### config.mk
export PLATFORM = sky130hd
export DESIGN_NAME = seq_mult_param
export DESIGN_NICKNAME = d
export VERILOG_FILES = /design/src/rtl/seq_mult_param.sv
export SDC_FILE = /design/constraint.sdc
export NUM_CORES = 1
export LEC_CHECK = 0
export BUFFER_PORTS_ARGS = -buffer_cell sky130_fd_sc_hd__buf_2
export CAP_MARGIN = 40
export CORE_AREA = 2 2 98 100
export DETAILED_ROUTE_END_ITERATION = 12
export DIE_AREA = 0 0 100 102
export PLACE_DENSITY = 0.53
export SLEW_MARGIN = 20
export SYNTH_ARGS = -nofsm -noshare
export SYNTH_HDL_FRONTEND = slang
export SYNTH_SLANG_ARGS = --single-unit
### constraint.sdc
create_clock -name clk -period 5.85 [get_ports clk]
set_input_delay 1.17 -clock clk [delete_from_list [all_inputs] [get_ports clk]]
set_output_delay 1.17 -clock clk [all_outputs]
set_load 0.01 [all_outputs]
### src/rtl/seq_mult_param.sv
// Parametrised sequential shift-add multiplier: one partial product per clock,
// runtime signed/unsigned mode, start/busy/done handshake, product held until next accept.
module seq_mult_param #(
    parameter int unsigned WIDTH = 8,
    parameter int unsigned CNT_W = $clog2(WIDTH) + 1
) (
    input  logic                 clk,
    input  logic                 resetn,
    input  logic                 start,
    input  logic                 signed_mode,
    input  logic [WIDTH-1:0]     a,
    input  logic [WIDTH-1:0]     b,
    output logic                 busy,
    output logic                 done,
    output logic [2*WIDTH-1:0]   product
);

    typedef enum logic [1:0] {
        IDLE,
        CALC,
        DONE
    } state_t;

    state_t state, state_next;

    logic [2*WIDTH-1:0] acc;
    logic [2*WIDTH-1:0] mcand;
    logic [2*WIDTH-1:0] addend;
    logic [2*WIDTH-1:0] acc_next;
    logic [WIDTH-1:0]   mreg;
    logic [CNT_W-1:0]   count;
    logic               mode_q;
    logic               accept;
    logic               last_step;

    always_ff @(posedge clk or negedge resetn) begin
        if (!resetn) begin
            state <= IDLE;
        end else begin
            state <= state_next;
        end
    end

    always_comb begin
        state_next = state;
        busy       = 1'b0;
        done       = 1'b0;
        case (state)
            IDLE: begin
                if (start) begin
                    state_next = CALC;
                end
            end
            CALC: begin
                busy = 1'b1;
                if (last_step) begin
                    state_next = DONE;
                end
            end
            DONE: begin
                done       = 1'b1;
                state_next = start ? CALC : IDLE;
            end
            default: state_next = IDLE;
        endcase
    end

    // The multiplier's top bit carries weight -2^(W-1) in signed mode, so the last step subtracts.
    always_comb begin
        accept    = start && ((state == IDLE) || (state == DONE));
        last_step = (count == CNT_W'(WIDTH - 1));
        addend    = mreg[0] ? mcand : '0;
        acc_next  = (last_step && mode_q) ? (acc - addend) : (acc + addend);
    end

    always_ff @(posedge clk or negedge resetn) begin
        if (!resetn) begin
            acc     <= '0;
            mcand   <= '0;
            mreg    <= '0;
            count   <= '0;
            mode_q  <= 1'b0;
            product <= '0;
        end else if (accept) begin
            acc    <= '0;
            count  <= '0;
            mreg   <= b;
            mcand  <= signed_mode ? {{WIDTH{a[WIDTH-1]}}, a} : {{WIDTH{1'b0}}, a};
            mode_q <= signed_mode;
        end else if (state == CALC) begin
            acc   <= acc_next;
            count <= count + CNT_W'(1);
            mcand <= mcand << 1;
            mreg  <= mreg >> 1;
            if (last_step) begin
                product <= acc_next;
            end
        end
    end

endmodule
### Word level (Yosys, flattened, before mapping)

Cells that the tools add are included.

* bits in latches: 0
* bits in writable memories: 0
* memory bits (read-only): 0
* bits of input ports: 20
* bits in registers: 63
* output and inout port bits: 18
* logic and storage cells: 40
* memories kept: 0

* div/mod/pow operators: 0
* reductions and logical operators: 7
* multiplexer cells: 17
* shifts and indexed selects: 0
* multiply operators: 0
* magnitude comparators: 0
* bitwise operators: 1
* add/subtract/negate cells: 3
* equality and inequality tests: 5

Operators by type and width (count)
* 16-bit two-way mux: 7
* 16-bit adder: 1
* 8-bit two-way mux: 2
* 16-bit subtractor: 1
* 4-bit two-way mux: 2
* 2-bit one-hot mux with 3 select lines: 1
* 4-bit by 1-bit adder with 4-bit output, second input constant: 1
* 4-bit by 3-bit == test with 1-bit output, second input constant: 1
* 2-bit two-way mux: 2
* 2-bit inequality test, second input constant: 2
* 1-bit two-way mux: 3
* 3-bit AND reduction: 1
* 2-bit by 1-bit == test with 1-bit output, second input constant: 1
* 2-bit == test, second input constant: 1
* 1-bit logical AND: 2
* 2-bit zero test: 1
* 2-bit AND reduction: 1
* 2-bit nonzero test: 1
* 1-bit logical OR: 1
* 1-bit inverter: 1

### Longest topological paths before layout

* depth in word-level cells: 5
* mapped depth: 16
* gate-level depth less buffers: 14

### Worst setup path after synthesis

Ideal clock, no wire load.

* path kind: register to register
* from: reg mreg[0]
* to: reg product[12]
* data arrival time: 3.417 ns
* cell stages (with the launch flop): 17
* path buffers: 2
* path slack: 2.308 ns
* library setup time: 0.125 ns
* data required time: 5.725 ns
* period minus slack after synthesis: 3.542 ns
* cell sequence: dfrtp_1 > clkbuf_1 > clkbuf_1 > nand2_1 > ha_1 > a21boi_0 > o21ai_0 > nand2_1 > nand2_1 > o211ai_1 > ha_1 > a21o_1 > a21oi_1 > a21boi_0 > o41ai_1 > xnor2_1 > mux2_2

* longest elaborated chain between the ends: 3
* elaborated cells between the ends (all ways): 4
* those cells by class: add/sub (2); mux (2)

RTL lines
* start: declaration: line 30 `logic [WIDTH-1:0] mreg;`
* start signal: assignment: line 94 `mreg <= mreg >> 1;`
* 16-bit two-way mux (*): line 72 `addend = mreg[0] ? mcand : '0;`
* 16-bit adder or 16-bit subtractor (tied branches): line 73 `acc_next = (last_step && mode_q) ? (acc - addend) : (acc + addend);`
* 16-bit two-way mux (*): line 73
* end signal: assignment: line 96 `product <= acc_next;`
* end: declaration: line 15 `output logic [2*WIDTH-1:0] product`

Every way passes the cells marked *; elsewhere a longest branch is shown, timed or not.
A chain may end at the register's enable or synchronous reset.

### Worst setup path after layout

* from: reg mreg[0]
* to: reg product[14]

Same word-level chain as after synthesis.

==> metrics.txt <==
Die Y 102 µm; worst hold path type flip-flop to flip-flop; Sum Neg Setup Slack 0 ps; Final Hold Fails 0; Post-CTS Hold Buffers 0; clk root buf clkbuf_8; Synth area leader dfrtp_1; Yosys reg bits 63; Design Area, Final 4108 µm²; Setup Skew 10.35 ps; critical path data arrival time 4190 ps; DR vias 2938; Hold Startpoint mreg[3]$_DFFE_PN0P_; wire per inst 16.51 µm; FFs w/ async S/R, synth 1.000; Max Fanout on Critical Path 20; nets@finish 455; CP max-delay cell dfrtp_1; final antenna-violating net count 0; Area growth, synth to finish 14.99%; total CTS buffers 9; die area 10200 µm²; metal1 wirelength 4367 µm; Warnings, synthesis 0; CP dominant cell by count nand2_1; Crit path max-delay family compound AO/OA/AOI/OAI gates; Post-CTS Resized 0; largest net degree at the start of global routing 64; diode count 0; synth top area cells dfrtp_1 44%, nand2_1 8.5%, ha_1 6.0%; GP Congestion 0.8509; All-Layer GR Usage 0.1914; core area 9109 µm²; first-pass GRT wire length 15280 µm; share of layout cells above drive strength 1 0.1801; clk sinks 63; Initial Utilization 0.3922; post-layout min period 3948 ps; Req. time, crit path 6100 ps; pre-CTS setup slack 1987 ps; Gate Count Post-Synth 383; first-pass iteration count of the detailed router 4; outcome completed; syn avg cell area 9.327 µm²; Final setup violation count 0; fin. max-slew vios 0; Final Cycle Share 0.6748; maxcap violations 0; Overflow after GRT 0; Worst Setup End Kind flip-flop; syn nets 421; Worst Setup SP mreg[0]$_DFFE_PN0P_; DRC errors left 0; top cell type's share of synthesized area 0.4413; CTS HTree Levels 3; metal2 WL 4029 µm; clock latency on the worst-skew pair 360 ps; Die X 100 µm; Cell Rows 35; Via-to-Cell Ratio 5.512; # IOs 38; crit path kind flip-flop to flip-flop; FF-to-FF Start mreg[0]$_DFFE_PN0P_; Rel. slew slack 0.4530; Starting DRT DRC Count 115; dominant synthesized flop cell dfrtp_1; CTS tree yes; critical path, cell by cell nand2_1, ha_1, a21boi_0, o21ai_0, nand2_1, nand2_1, o211ai_1, ha_1, a21o_1, a21oi_1, a21boi_0, o311ai_0, a21oi_1, o31ai_1; Post-synth EDFFs 0; commonest cells in the netlist 81 x nand2_1, 63 x dfrtp_1, 27 x o21ai_0; dpl hpwl 6179 µm; clock buffer depth 2; clock-pin slew on the worst setup and hold paths 70 ps; top-count cell post-synth nand2_1; vias in the first global route 2928; top sig layer met4; setup repair after global routing missed its margin no; DRT Wirelength 8799 µm; worst path buffer plus inverter count 0; routed wl met3 234 µm; initial antenna violation count 0; CP max stage delay 760 ps; port bufs 37; share of the yosys chip area belonging to registers 0.4413; Fmax 253.3 MHz; worst-margin pin slew 820.4 ps; fill cell count 906; Worst Slack Setup Final 1902 ps; Fin Hold WS 477.4 ps; Synth cell types 50; postcts setup bufs 0; Post-Syn Area 3572 µm²; CP Launch Type flip-flop; area post-placement 3857 µm²
[metal layers]
layer | vias to the layer above | track usage
met5 | - | 0
met4 | 0 | 0.07903
met3 | 15 | 0.03283
met2 | 41 | 0.2989
met1 | 1435 | 0.2659
li1 | 1447 | -
[worst paths after layout]
path                                           endpoint  slack [ps]  depth (start not counted)
worst min-delay path                mreg[3]$_DFFE_PN0P_         480                          2
worst max-delay path            product[14]$_DFFE_PN0P_        1900                         14
max in group asynchronous       product[15]$_DFFE_PN0P_        4570                          3
worst min register to register      mreg[3]$_DFFE_PN0P_         480                          2
min in group asynchronous        product[6]$_DFFE_PN0P_         760                          2
worst max register to register  product[14]$_DFFE_PN0P_        1900                         14
[per-stage QoR]
stage | std cells | util
floorplan | 383 | -
global placement | 516 | 0.4235
detailed placement | 516 | 0.4235
CTS | 532 | 0.4479
global route | 533 | 0.4510
finish | 533 | 0.4510
[final cells by class]
cell class,count,area [µm²],share of cell area
tap,111,138.9,0.03381
sequential,63,1577,0.3838
clock buffer,11,141.4,0.03442
clock inverter,5,81.33,0.01980
multi-input combinational,291,1889,0.4599
inverter,10,37.54,0.009138
timing repair buffer,42,242.7,0.05909
[placed cells by master (no fill, tap or decap), types with 3 or more instances in the layout]
master     count
a21boi_0       4
a21o_1         4
a21oi_1       19
a22o_1        13
a22oi_1       13
a31oi_1        9
and2_1         3
buf_2         37
buf_4          4
clkbuf_8      10
dfrtp_1       63
ha_1          17
inv_1         10
mux2_2         9
nand2_1       81
nand3_1        4
nor2_1        13
nor2b_1        4
nor3_1         5
o2111ai_1      3
o21a_1         4
o21ai_0       27
o31ai_1        4
xnor2_1       12
xor2_1         7
[flip-flops by register name (all words and copies together) (netlist names)]
signal and cells:
acc 16, product 16, mode_q 1, mreg 8, state 2, count 4
mcand 16
[logic make-up after synthesis]
| kind of cell | synth area share |
|---|---|
| simple gates | 0.1597 |
| compound gates | 0.2284 |
| flops | 0.4413 |
| buf+inv | 0.03047 |
| xor+xnor | 0.04659 |
| fa+ha+maj | 0.06515 |
| mux | 0.02837 |
[tightest hold or removal path: stages (launching register included)]
cell,delay [ps]
dfrtp_1,340
nand2_1,50
nand2_1,50
Power is not shown: default switching activity piles up to over one toggle a cycle in this logic, so the estimate is an artifact.
